File: src/rtl/servo_pkg.sv
// Shared helpers for the servo PWM drivers: pulse-width arithmetic,
// counter/index widths and the parameter-legality check.
`define SERVO_PARAM_CHECK(ok_expr) if (!(ok_expr)) begin : g_illegal_params $error("servo_pwm: illegal parameter set"); end

package servo_pkg;

  function automatic int calc_delta(input int pulse_min, input int pulse_max, input int angle_max);
    return (pulse_max - pulse_min) / angle_max;
  endfunction

  function automatic int angle_to_cnt(input int angle, input int pulse_min, input int pulse_max,
                                      input int angle_max);
    return pulse_min + angle * calc_delta(pulse_min, pulse_max, angle_max);
  endfunction

  function automatic int cnt_width(input int period_cnt);
    return $clog2(period_cnt) + 1;
  endfunction

  function automatic int ch_width(input int n_ch);
    return (n_ch > 1) ? $clog2(n_ch) : 1;
  endfunction

  // The last staggered pulse must finish inside the frame.
  function automatic bit params_legal(input int n_ch, input int period_cnt, input int pulse_min,
                                      input int pulse_max, input int angle_max, input int stagger_cnt,
                                      input int init_angle);
    return (n_ch >= 1) && (n_ch <= 16) && (angle_max >= 1) && (angle_max <= 255) &&
           (init_angle <= angle_max) && (pulse_min <= pulse_max) &&
           ((n_ch - 1) * stagger_cnt + pulse_max <= period_cnt);
  endfunction

endpackage

File: src/rtl/servo_slew_ch.sv
// One servo channel: target/current angle, slew limiter, per-frame width
// latch and the staggered pulse compare against the shared frame counter.
module servo_slew_ch
  import servo_pkg::*;
#(
  parameter int CNT_W      = 21,
  parameter int PULSE_MIN  = 25_000,
  parameter int PULSE_MAX  = 125_000,
  parameter int ANGLE_MAX  = 180,
  parameter int STEP_DEG   = 2,
  parameter int INIT_ANGLE = 90,
  parameter int OFFSET     = 0
) (
  input  logic             clk,
  input  logic             rst_n,
  input  logic [CNT_W-1:0] cnt,
  input  logic             boundary,
  input  logic             en_q,
  input  logic             wr_en,
  input  logic [7:0]       wr_angle,
  output logic             pwm,
  output logic             at_target
);

  localparam logic [7:0]       AMAX_L  = 8'(ANGLE_MAX);
  localparam logic [7:0]       STEP_L  = 8'(STEP_DEG);
  localparam logic [7:0]       INIT_L  = 8'(INIT_ANGLE);
  localparam logic [CNT_W-1:0] OFF_L   = CNT_W'(OFFSET);
  localparam logic [CNT_W-1:0] PMIN_L  = CNT_W'(PULSE_MIN);
  localparam logic [CNT_W-1:0] DELTA_L = CNT_W'(calc_delta(PULSE_MIN, PULSE_MAX, ANGLE_MAX));
  localparam logic [CNT_W-1:0] INIT_W  = CNT_W'(angle_to_cnt(INIT_ANGLE, PULSE_MIN, PULSE_MAX, ANGLE_MAX));

  logic [7:0]       tgt_r, cur_r, clamp_s, cur_next_s, diff_s;
  logic [CNT_W-1:0] width_r, width_next_s, end_s;
  logic             lo_ok_s, pwm_r;

  // Clamp incoming target to the legal angle range.
  always_comb begin
    if (wr_angle > AMAX_L) begin
      clamp_s = AMAX_L;
    end else begin
      clamp_s = wr_angle;
    end
  end

  // Next current angle: held while disabled, else one bounded step toward target.
  always_comb begin
    cur_next_s = cur_r;
    diff_s     = 8'd0;
    if (!en_q) begin
      cur_next_s = cur_r;
    end else if (tgt_r >= cur_r) begin
      diff_s = tgt_r - cur_r;
      if ((STEP_DEG == 0) || (diff_s <= STEP_L)) begin
        cur_next_s = tgt_r;
      end else begin
        cur_next_s = cur_r + STEP_L;
      end
    end else begin
      diff_s = cur_r - tgt_r;
      if ((STEP_DEG == 0) || (diff_s <= STEP_L)) begin
        cur_next_s = tgt_r;
      end else begin
        cur_next_s = cur_r - STEP_L;
      end
    end
  end

  assign width_next_s = PMIN_L + CNT_W'(cur_next_s) * DELTA_L;
  assign end_s        = OFF_L + width_r;

  if (OFFSET == 0) begin : g_no_off
    assign lo_ok_s = 1'b1;
  end else begin : g_off
    assign lo_ok_s = (cnt >= OFF_L);
  end

  // Angle registers, per-frame width latch and registered pulse output.
  always_ff @(posedge clk or negedge rst_n) begin
    if (!rst_n) begin
      tgt_r   <= INIT_L;
      cur_r   <= INIT_L;
      width_r <= INIT_W;
      pwm_r   <= 1'b0;
    end else begin
      if (wr_en) begin
        tgt_r <= clamp_s;
      end
      if (boundary) begin
        cur_r   <= cur_next_s;
        width_r <= width_next_s;
      end
      pwm_r <= en_q && lo_ok_s && (cnt < end_s);
    end
  end

  assign pwm       = pwm_r;
  assign at_target = (cur_r == tgt_r);

endmodule

File: src/rtl/servo_pwm_multi.sv
// N-channel servo PWM generator: shared frame counter, frame-latched enable,
// valid/ready target commands and one slew-limited channel per output.
module servo_pwm_multi
  import servo_pkg::*;
#(
  parameter int N_CH        = 4,
  parameter int PERIOD_CNT  = 1_000_000,
  parameter int PULSE_MIN   = 25_000,
  parameter int PULSE_MAX   = 125_000,
  parameter int ANGLE_MAX   = 180,
  parameter int STEP_DEG    = 2,
  parameter int STAGGER_CNT = 130_000,
  parameter int INIT_ANGLE  = 90
) (
  input  logic                      clk,
  input  logic                      rst_n,
  input  logic                      enable,
  input  logic                      cmd_valid,
  output logic                      cmd_ready,
  input  logic [ch_width(N_CH)-1:0] cmd_ch,
  input  logic [7:0]                cmd_angle,
  output logic [N_CH-1:0]           pwm,
  output logic [N_CH-1:0]           at_target,
  output logic                      frame_tick
);

  localparam int               CNT_W  = cnt_width(PERIOD_CNT);
  localparam int               CH_W   = ch_width(N_CH);
  localparam logic [CNT_W-1:0] LAST_L = CNT_W'(PERIOD_CNT - 1);
  localparam logic [CH_W:0]    NCH_L  = (CH_W + 1)'(N_CH);

  `SERVO_PARAM_CHECK(params_legal(N_CH, PERIOD_CNT, PULSE_MIN, PULSE_MAX, ANGLE_MAX, STAGGER_CNT, INIT_ANGLE))

  logic [CNT_W-1:0] cnt_r;
  logic             boundary_s, en_q_r, frame_tick_r, armed_r, ch_ok_s, accept_s;

  assign boundary_s = (cnt_r == LAST_L);

  // Free-running frame counter.
  always_ff @(posedge clk or negedge rst_n) begin
    if (!rst_n) begin
      cnt_r <= '0;
    end else if (boundary_s) begin
      cnt_r <= '0;
    end else begin
      cnt_r <= cnt_r + 1'b1;
    end
  end

  // Frame-latched enable, frame tick and post-reset command arming.
  always_ff @(posedge clk or negedge rst_n) begin
    if (!rst_n) begin
      en_q_r       <= 1'b0;
      frame_tick_r <= 1'b0;
      armed_r      <= 1'b0;
    end else begin
      if (boundary_s) begin
        en_q_r <= enable;
      end
      frame_tick_r <= boundary_s;
      armed_r      <= 1'b1;
    end
  end

  // An out-of-range channel is stalled rather than dropped.
  assign ch_ok_s    = ({1'b0, cmd_ch} < NCH_L);
  assign cmd_ready  = armed_r && ch_ok_s;
  assign accept_s   = cmd_valid && cmd_ready;
  assign frame_tick = frame_tick_r;

  for (genvar k = 0; k < N_CH; k++) begin : g_ch
    servo_slew_ch #(
      .CNT_W      (CNT_W),
      .PULSE_MIN  (PULSE_MIN),
      .PULSE_MAX  (PULSE_MAX),
      .ANGLE_MAX  (ANGLE_MAX),
      .STEP_DEG   (STEP_DEG),
      .INIT_ANGLE (INIT_ANGLE),
      .OFFSET     (k * STAGGER_CNT)
    ) u_ch (
      .clk       (clk),
      .rst_n     (rst_n),
      .cnt       (cnt_r),
      .boundary  (boundary_s),
      .en_q      (en_q_r),
      .wr_en     (accept_s && (cmd_ch == CH_W'(k))),
      .wr_angle  (cmd_angle),
      .pwm       (pwm[k]),
      .at_target (at_target[k])
    );
  end

endmodule
File: config.mk
export PLATFORM = sky130hd
export DESIGN_NAME = servo_pwm_multi
export DESIGN_NICKNAME = d
export VERILOG_FILES = /design/src/rtl/servo_pkg.sv /design/src/rtl/servo_slew_ch.sv /design/src/rtl/servo_pwm_multi.sv
export SDC_FILE = /design/constraint.sdc
export NUM_CORES = 1
export LEC_CHECK = 0
export ABC_AREA = 1
export ABC_CLOCK_PERIOD_IN_PS = 5500
export CAP_MARGIN = 30
export CORE_UTILIZATION = 40
export DETAILED_ROUTE_END_ITERATION = 7
export PLACE_DENSITY = 0.64
export SYNTH_ARGS = -nofsm -noshare
export SYNTH_HDL_FRONTEND = slang
export SYNTH_HIERARCHICAL = 1
export SYNTH_SLANG_ARGS = --single-unit
File: constraint.sdc
create_clock -name clk -period 5.5 [get_ports clk]
set_clock_uncertainty 0.2 [all_clocks]
set_input_delay 0.55 -clock clk [delete_from_list [all_inputs] [get_ports clk]]
set_output_delay 0.55 -clock clk [all_outputs]
set_load 0.005 [all_outputs]
# --- Word level (Yosys, flattened, before mapping) ---
# Cells that the tools add are included.
# W data, S select, Z words.
word_totals:
  out_inout_bits: 10
  elab_cells: 107
  inputBits: 14
  register_bits: 176
op_classes:
  magnitude_cmp: 20
  eq_ne: 8
  multipliers: 4
  addsub: 24
  n_mux: 18
  n_reduce_logical: 13
op_table:
  columns: ["cell", "count"]
  rows:
  - ["$mux W8", 17]
  - ["$lt A21 B21 Y1", 4]
  - ["$add A15 B18 Y19 const A", 4]
  - ["$mul A8 B10 Y18 const B", 4]
  - ["$le A8 B2 Y1 const B", 8]
  - ["$sub A8 B8 Y8", 8]
  - ["$add A8 B2 Y8 const B", 4]
  - ["$eq A8 B8 Y1", 4]
  - ["$ge A8 B8 Y1", 4]
  - ["$sub A8 B2 Y8 const B", 4]
  - ["$add A17 B21 Y21 const A", 1]
  - ["$add A18 B21 Y21 const A", 1]
  - ["$add A19 B21 Y21 const A", 1]
  - ["$add A21 B1 Y21 const B", 1]
  - ["$eq A21 B20 Y1 const B", 1]
  - ["$ge A21 B17 Y1 const B", 1]
  - ["$ge A21 B18 Y1 const B", 1]
  - ["$ge A21 B19 Y1 const B", 1]
  - ["$mux W21", 1]
  - ["$logic_and A1 B1 Y1", 12]
  - ["$gt A8 B8 Y1 const B", 1]
  - ["$eq A2 B2 Y1 const B", 2]
  - ["$eq A2 B1 Y1 const B", 1]
  - ["$logic_not A2 Y1", 1]

# --- Depth between registers and ports, before layout ---
logic_depth:
  depth_word: 7
  mapped_depth: 40
  mapped_depth_nobuf: 40

# --- Cells and area by module ---
# Netlist, hierarchy kept.
by_module_without_submodules:
  columns: ["module", "cells_each", "area_per_inst_um2", "n_inst", "seq_area_each_um2"]
  rows:
  - ["servo_slew_ch at g_ch[3].u_ch", 681, 4859.7, 1, 894.6]
  - ["servo_slew_ch at g_ch[1].u_ch", 664, 4837.1, 1, 894.6]
  - ["servo_slew_ch at g_ch[2].u_ch", 659, 4800.9, 1, 894.6]
  - ["servo_slew_ch at g_ch[0].u_ch", 625, 4610.7, 1, 894.6]
  - ["servo_pwm_multi", 172, 1377.6, 1, 600.6]

# --- Worst setup path after synthesis ---
# No wires, ideal clock.
synth_path:
  path_type: "reg-to-reg"
  startpoint: "reg g_ch[0].u_ch.tgt_r[4]"
  endpoint: "reg g_ch[0].u_ch.width_r[14]"
  slack_ps: -381
  n_path_buf: 1
  stages_incl_launch_ff: 34
  t_required_ps: 5167
  setup_time_ps: 133
  synth_period_minus_slack_ps: 5881
  arrival_ps: 5548
  cell_sequence: "dfstp_2 inv_1 ha_1 nand2_1 inv_2 nand2_2 nand3_2 nand2_2 a21oi_4 or2b_1 buf_6 nand3_1 nand3_1 nand2_1 inv_1 ha_1 inv_1 fa_1 fa_1 inv_1 fa_1 inv_1 ha_1 a21oi_1 nand2_1 nand2_1 nand2_1 a21oi_1 o21ai_0 nand2_1 nand2_1 or2_2 nand3_1 o21ai_0"
synth_via:
  elab_chain_len: 7
  elab_cells_between_ends: 11
  classes_between: "add/sub: 3; mul: 1; order compare: 3; mux: 4"
synth_lines:
  columns: ["element", "line", "source"]
  rows:
  - ["from (decl)", "servo_slew_ch.sv:33", "logic [7:0] tgt_r, cur_r, clamp_s, cur_next_s, diff_s;"]
  - ["from (signal assigned)", "servo_slew_ch.sv:87", "tgt_r <= clamp_s;"]
  - ["$sub A8 B8 Y8 (on tied branches)", "servo_slew_ch.sv:60, servo_slew_ch.sv:53", null]
  - ["$le A8 B2 Y1 (on tied branches)", "servo_slew_ch.sv:61, servo_slew_ch.sv:54", null]
  - ["$mux W8 (on tied branches)", "servo_slew_ch.sv:61, servo_slew_ch.sv:54", null]
  - ["$mux W8 *", "servo_slew_ch.sv:52", "end else if (tgt_r >= cur_r) begin"]
  - ["$mux W8 *", "servo_slew_ch.sv:50", "if (!en_q) begin"]
  - ["named net g_ch[0].u_ch.cur_next_s[6]", "servo_slew_ch.sv:33", null]
  - ["$mul A8 B10 Y18 *", "servo_slew_ch.sv:69", "assign width_next_s = PMIN_L + CNT_W'(cur_next_s) * DELTA_L;"]
  - ["$add A15 B18 Y19 *", "servo_slew_ch.sv:69", null]
  - ["to (signal assigned)", "servo_slew_ch.sv:91", "width_r <= width_next_s;"]
  - ["to (decl)", "servo_slew_ch.sv:34", "logic [CNT_W-1:0] width_r, width_next_s, end_s;"]
# The timed path passes the listed nets; every way through them passes the cells marked *.
# A chain may end at the register's enable or synchronous reset.

# --- Final worst setup path ---
layout_path:
  startpoint: "reg g_ch[1].u_ch.tgt_r[0]"
  endpoint: "reg g_ch[1].u_ch.width_r[15]"
layout_via:
  elab_chain_len: 7
  elab_cells_between_ends: 11
  classes_between: "add/sub: 3; mul: 1; order compare: 3; mux: 4"
layout_lines:
  columns: ["element", "line"]
  rows:
  - ["from (decl)", "servo_slew_ch.sv:33"]
  - ["from (signal assigned)", "servo_slew_ch.sv:87"]
  - ["$sub A8 B8 Y8 (on tied branches)", "servo_slew_ch.sv:60, servo_slew_ch.sv:53"]
  - ["$le A8 B2 Y1 (on tied branches)", "servo_slew_ch.sv:61, servo_slew_ch.sv:54"]
  - ["$mux W8 (on tied branches)", "servo_slew_ch.sv:61, servo_slew_ch.sv:54"]
  - ["$mux W8 *", "servo_slew_ch.sv:52"]
  - ["$mux W8 *", "servo_slew_ch.sv:50"]
  - ["named net g_ch[1].u_ch.cur_next_s[5]", "servo_slew_ch.sv:33"]
  - ["$mul A8 B10 Y18 *", "servo_slew_ch.sv:69"]
  - ["$add A15 B18 Y19 *", "servo_slew_ch.sv:69"]
  - ["to (signal assigned)", "servo_slew_ch.sv:91"]
  - ["to (decl)", "servo_slew_ch.sv:34"]
# Marks and branches as above.

==> results by group <==
Setup path
  • Required time of the critical path: 5630 ps
  • R2R Setup Slk: -300 ps
  • Critical path origin: g_ch[1].u_ch/tgt_r[0]$_DFFE_PN0P_
  • Startpoint Class: flip-flop
  • Data arrival, critical path: 5930 ps
  • Critical path class: reg2reg
  • Critical Path Sink Type: flip-flop
  • Worst-path maximum fanout: 6
  • Reg2Reg Launch Point: g_ch[1].u_ch/tgt_r[0]$_DFFE_PN0P_
  • Worst path most repeated cell: nand2_1
  • Max stage delay cell, worst path: fa_1
  • FF-to-FF path depth: 33
  • Crit-path max cell delay: 560 ps
  • Critical R2R Capture: g_ch[1].u_ch/width_r[15]$_DFFE_PN0P_

Logic synthesis
  • Synthesized net count: 3194
  • Distinct cells, synth: 61
  • Sequential area share after synthesis: 0.204
  • YS warnings: 6
  • Number of synthesized register bits: 164
  • Mapped Cells: 2801
  • Post-Syn Area: 0.0205 mm2
  • Mean area per synthesized cell: 7.31 um2

STA
  • Final worst path period need: 5800 ps
  • FMAX: 0.172 GHz
  • Fin. Hold Viols: 0
  • Final-report setup violation count: 39
  • Worst Max-Slew Pin Slew: 1060 ps
  • RSZ-0062 raised after global routing: yes
  • Final period util: 1.05
  • WHS: 280 ps
  • Final worst setup slack: -301 ps
  • Relative slew margins: 0.295
  • Pins Over Slew Limit: 0

Clock network
  • Htree depth: 4
  • CTS Buffer Depth: 2
  • Root buffer cell: clkbuf_16
  • Clk_lat worst skew: 460 ps
  • Clock transition at the registers of the reported paths: 70 ps
  • Total CTS buffers: 17
  • CTS tree: yes
  • CTS sink count: 164

Pwr
  • Power density over cell area: 466 mW/mm2
  • Combinational power share: 0.804
  • Sw Share: 0.459
  • Sw Pwr: 5.85 mW
  • Static leakage: 14.1 nW
  • Clk pwr share: 0.094
  • Peak VDD IR: 0.000980 V
  • Seq pwr share: 0.103
  • Int Pwr: 6.89 mW

Job
  • Max-cap viol count: 0

Min path
  • Worst Hold Path Cells: 2
  • Worst Hold Launch: g_ch[0].u_ch/width_r[13]$_DFFE_PN1P_
  • Hold Crit Class: reg2reg
  • Worst Hold Path EP: g_ch[0].u_ch/width_r[13]$_DFFE_PN1P_

Floorplan
  • Row cnt: 82
  • Effective utilization at floorplan: 0.407
  • Top Ports: 24
  • Die Span Y: 228 um
  • Core area: 0.0504 mm2
  • Die ar.: 0.0521 mm2
  • Width of the die: 228 um

GRT
  • Total Routing Usage GR: 0.235
  • Antenna violations before repair: 1
  • First-pass GRT wire length: 101000 um
  • GRT Residual Overflow: 0
  • Largest net degree at the start of global routing: 66
  • Vias in the first global route: 20500

Drt
  • Iteration-0 DRC Markers: 1276
  • Routed len/inst: 15.5 um
  • Final ANT Viol Nets: 0
  • Vias/cell: 5.11
  • Total number of vias: 20300
  • DRT Pass-1 Iters: 5
  • Final WL: 61600 um
  • Drt drc: 0

Status
  • Failing checks: setup timing
  • Status: finished with violations

Final layout
  • Fin nets: 3676
  • Final Cell Area: 0.0274 mm2
  • Filler instances: 4505
  • Most common cell after layout, fill and taps aside: nand2_1
  • Synth-to-Final Area Change: 33.5%
  • Layout cell share with drive strength beyond 1: 0.333
  • Commonest cells after routing, fill and taps aside: nand2_1, buf_4, inv_1, ha_1, nand3_1
  • N_diodes: 0

Placement
  • HPWL Detailed: 45100 um
  • PortBufs: 23
  • Gpl congestion: 0.905
  • Placed Area: 0.0240 mm2
==> cell usage after synthesis, drive strengths merged <==
| cell | number | area, um2 |
|---|---|---|
| a2111oi | 3 | 26.3 |
| a211oi | 10 | 75.1 |
| a21boi | 1 | 7.51 |
| a21o | 3 | 22.5 |
| a21oi | 120 | 634 |
| a22oi | 4 | 30.0 |
| a311oi | 1 | 8.76 |
| a31oi | 15 | 93.8 |
| a41oi | 1 | 8.76 |
| buf | 22 | 185 |
| clkbuf | 29 | 109 |
| clkinv | 6 | 23.8 |
| conb | 1 | 3.75 |
| dfrtp | 104 | 2600 |
| dfstp | 60 | 1580 |
| fa | 62 | 1240 |
| ha | 317 | 3970 |
| inv | 459 | 1720 |
| nand2 | 732 | 2990 |
| nand3 | 263 | 1490 |
| nand3b | 8 | 60.1 |
| nand4 | 43 | 269 |
| nor2 | 177 | 897 |
| nor3 | 37 | 213 |
| nor3b | 1 | 7.51 |
| nor4 | 2 | 12.5 |
| o2111ai | 1 | 8.76 |
| o211ai | 20 | 190 |
| o21a | 2 | 15.0 |
| o21ai | 154 | 793 |
| o21bai | 5 | 41.3 |
| o221ai | 1 | 8.76 |
| o22ai | 9 | 56.3 |
| o311ai | 1 | 8.76 |
| o31ai | 5 | 37.5 |
| o41ai | 1 | 8.76 |
| or2 | 6 | 37.5 |
| or2b | 1 | 7.51 |
| xnor2 | 29 | 254 |
| xor2 | 85 | 744 |
==> sequential cells by signal, indices dropped and copies added (netlist names) <==
| register | cells |
|---|---|
| g_ch.u_ch/cur_r | 32 |
| cnt_r | 21 |
| g_ch.u_ch/tgt_r | 32 |
| g_ch.u_ch/width_r | 72 |
| cmd_ready | 1 |
| en_q_r | 1 |
| g_ch.u_ch/pwm | 4 |
| frame_tick | 1 |
==> worst max-delay path, delay by kind of cell, from the launching register on <==
family	cells	cell delay, ps
fa+ha+maj	7	2480
simple gates	13	1200
compound gates	6	720
buf+inv	6	480
flops	1	410
xor+xnor	1	150
==> final cells by class <==
cell class,instances,area [um2],area share
flip-flops and latches,164,4180,0.153
multi-input cells,2124,15900,0.582
clock inverters,14,129,0.00471
clock buffers,18,429,0.0157
repair buffers,511,4060,0.148
inverters,465,1790,0.0653
well taps,672,841,0.0307
==> per-layer routing <==
| layer | GRT usage | up-vias | routed length, um |
|---|---|---|---|
| li1 | - | 10100 | - |
| met1 | 0.298 | 9598 | 27000 |
| met2 | 0.413 | 503 | 30100 |
| met3 | 0.0246 | 121 | 2560 |
| met4 | 0.0835 | 0 | 1890 |
| met5 | 0 | - | 0 |
==> what timing repair did <==
item	CTS	global route
hold buffers	1	0
gates cloned	3	0
hold endpoints to repair	42	0
buffers inserted	112	52
setup endpoints to repair	40	48
pin swaps	113	136
resized for setup	195	216
==> per-stage QoR <==
step	setup TNS, ps	power, mW	instances	setup WS (ps)	util
2_1_floorplan	-31.6	6.16	2801	-31.6	-
3_3_place_gp	-6240	8.75	3786	-418	0.477
3_5_place_dp	-9030	8.87	3786	-427	0.477
4_1_cts	-2270	11.3	3929	-266	0.519
5_1_grt	-15770	13.8	3968	-508	0.543
6_report	-5410	12.7	3968	-301	0.543
==> power by group through the flow <==
stage                     clock network [mW]  registers (mW)  logic, mW
after floorplan                            0            1.33       4.83
after global placement                     0            1.32       7.43
after detailed placement                   0            1.32       7.55
after CTS                               1.22            1.31       8.79
after global routing                    1.27            1.31       11.3
final                                   1.19            1.31       10.2
==> how the worst max path moves through the flow <==
stage | endpoint | cells after the start
6_report | g_ch[1].u_ch/width_r[15]$_DFFE_PN0P_ | 33
3_3_place_gp | g_ch[0].u_ch/width_r[15]$_DFFE_PN0P_ | 30
3_5_place_dp | g_ch[1].u_ch/width_r[14]$_DFFE_PN0P_ | 32
5_1_grt | g_ch[2].u_ch/width_r[14]$_DFFE_PN0P_ | 31
4_1_cts | g_ch[0].u_ch/width_r[14]$_DFFE_PN0P_ | 33
2_1_floorplan | g_ch[0].u_ch/width_r[14]$_DFFE_PN0P_ | 34
==> logic make-up after synthesis <==
logic type      share of synthesized area
compound gates                      0.101
buf+inv                            0.0996
other cells                      0.000183
xor+xnor                           0.0487
fa+ha+maj                           0.254
simple gates                        0.292
flops                               0.204
Note: power is estimated with default switching activity, not from simulation.
==> edit (same settings) <==
Reset style: synchronous (`rst_n`), changed in 3 clocked blocks.
--- a/src/rtl/servo_slew_ch.sv
+++ b/src/rtl/servo_slew_ch.sv
@@ -76,7 +76,7 @@
   end
 
   // Angle registers, per-frame width latch and registered pulse output.
-  always_ff @(posedge clk or negedge rst_n) begin
+  always_ff @(posedge clk) begin
     if (!rst_n) begin
       tgt_r   <= INIT_L;
       cur_r   <= INIT_L;
--- a/src/rtl/servo_pwm_multi.sv
+++ b/src/rtl/servo_pwm_multi.sv
@@ -37,7 +37,7 @@
   assign boundary_s = (cnt_r == LAST_L);
 
   // Free-running frame counter.
-  always_ff @(posedge clk or negedge rst_n) begin
+  always_ff @(posedge clk) begin
     if (!rst_n) begin
       cnt_r <= '0;
     end else if (boundary_s) begin
@@ -48,7 +48,7 @@
   end
 
   // Frame-latched enable, frame tick and post-reset command arming.
-  always_ff @(posedge clk or negedge rst_n) begin
+  always_ff @(posedge clk) begin
     if (!rst_n) begin
       en_q_r       <= 1'b0;
       frame_tick_r <= 1'b0;
Function: differs if rst_n is asserted again (counterexample within 4 cycles, from zero or initial values and one cycle with rst_n low); with rst_n held inactive, the same outputs for 10 cycles.
==> edit against the original RTL <==
The run still ends with negative setup slack left; first-iteration DRC count is 4.3% lower; routed wire length is 0.49% lower; sequential cell count stayed put; synthesized area is 1.9% lower; worst setup slack better by 57 ps; via count is 1.8% higher; utilization is 0.61 points lower; design area is 3.3% lower; highest routed layer unchanged.
Power is left out: it rests on default switching activity, and per cell area and clock period it moved more than threefold.
==> edit: results (changes against the original RTL) <==
Run status:
- Status: finished, violations left (unchanged).
- Violations in the final reports: negative setup slack (unchanged).

Placement:
- The global placement routability congestion was 0.8977 (was 0.9047).
- The worst setup slack before clock tree synthesis was -469.3 ps (was -426.8 ps).
- The half-perimeter wire length after placement is 46360 um (was 45150 um).
- The total placed instance area is 23630 um^2 (was 24040 um^2).

Logic synthesis:
- The number of distinct standard cells referenced by the synthesized netlist is 65 (was 61).
- The number of nets in the synthesized netlist was 3272 (was 3194).
- Biggest area contributors in the synthesized netlist: ha_1, dfxtp_1, nand2_1 (was ha_1, dfrtp_1, nand2_1).
- The share of the yosys chip area belonging to registers is 16.33% (was 20.40%).
- The share of async-settable or async-resettable flops after synthesis came to 0% (was 100.0%).
- The prevailing post-synth register cell was dfxtp_1 (was dfrtp_1).

Timing:
- The worst-case setup margin in the final layout is -244.5 ps (was -301.3 ps).
- The worst slew margin relative to its limit was 32.13% (was 29.53%).
- The count of final setup violators is 17 (was 39).

Critical path:
- The largest driver fanout on the critical path was 5 (was 6).
- The data arrival time of the critical path is 5890 ps (was 5930 ps).

Layout:
- The number of inserted filler cells in the final layout is 4680 (was 4505).
- The proportion of layout cells with a drive suffix above 1 is 28.74% (was 33.28%).

GRT:
- The global-route total usage across every layer was 23.85% (was 23.54%).
- The first-pass GRT wire length came to 99080 um (was 101000 um).
- The number of global-route vias before repair is 20490 (was 20500).
- The number of antenna violations at the first check in global routing is 0 (was 1).
- The pin count of the biggest net entering global routing is 41 (was 66).

Detailed routing:
- The per-cell via count in the routed design is 5.194 (was 5.113).
- The wire length per cell after detailed routing is 15.42 um (was 15.53 um).
- The initial detailed-routing violation count is 1221 (was 1276).

Clock network:
- The clock root buffer master is clkbuf_16 (unchanged).
## edit: timing repair
item	4_1_cts	5_1_grt
setup endpoints to repair	43	47
endpoints found under the hold margin	0	0
pin swaps	115	119
cloned	2	0
gates resized for setup	186	239
buffers inserted	54	29
## edit: final cells by class
| type | count | area (um^2) | share of cell area, % |
|---|---|---|---|
| well taps | 664 | 830.8 | 3.141 |
| flip-flops and latches | 164 | 3316 | 12.54 |
| multi-input cells | 2180 | 16180 | 61.19 |
| clock buffers | 18 | 439.2 | 1.661 |
| repair buffers | 463 | 3687 | 13.94 |
| inverters | 474 | 1802 | 6.813 |
| clock inverters | 13 | 188.9 | 0.7144 |
## edit: cell families after synthesis
logic type,Yosys count,share of synthesized area (%)
adder cells (fa/ha/maj),377,25.78
buffers and inverters,538,10.55
AO/OA/AOI/OAI,473,13.50
flip-flops,164,16.33
XOR/XNOR,115,5.103
AND/OR/NAND/NOR,1214,28.73
## edit: final timing paths
check | start | to | slack, ps | cells after the start
min reg2reg | g_ch[2].u_ch/width_r[3]$_SDFFE_PN0P_ | g_ch[2].u_ch/width_r[3]$_SDFFE_PN0P_ | 270 | 2
max reg2reg | g_ch[2].u_ch/tgt_r[0]$_SDFFE_PN0P_ | g_ch[2].u_ch/width_r[15]$_SDFFE_PN0P_ | -240 | 30
max | g_ch[2].u_ch/tgt_r[0]$_SDFFE_PN0P_ | g_ch[2].u_ch/width_r[15]$_SDFFE_PN0P_ | -240 | 30
min | g_ch[2].u_ch/width_r[3]$_SDFFE_PN0P_ | g_ch[2].u_ch/width_r[3]$_SDFFE_PN0P_ | 270 | 2
## edit: worst max-delay path, delay by kind of cell, from the launching register on
family | cells | cell delay [ps]
adders and majority gates | 7 | 2690
and+or+nand+nor | 11 | 1170
DFF | 1 | 390
buffers and inverters | 7 | 420
AOI/OAI and AO/OA | 5 | 760
## edit: routing by layer
metal | vias to the layer above | GRT usage, % | wire [um]
li1 | 10320 | - | -
met1 | 9740 | 29.95 | 27390
met2 | 486 | 41.91 | 29900
met3 | 104 | 3.071 | 2638
met4 | 0 | 7.629 | 1389
met5 | - | 0 | 0
## edit: through the flow
step | TNS, ps | std cells
final | -1930 | 3976
after global routing | -9748 | 3976
after detailed placement | -9417 | 3867
after floorplan | -30.05 | 2881
after global placement | -5844 | 3867
after CTS | -1613 | 3953
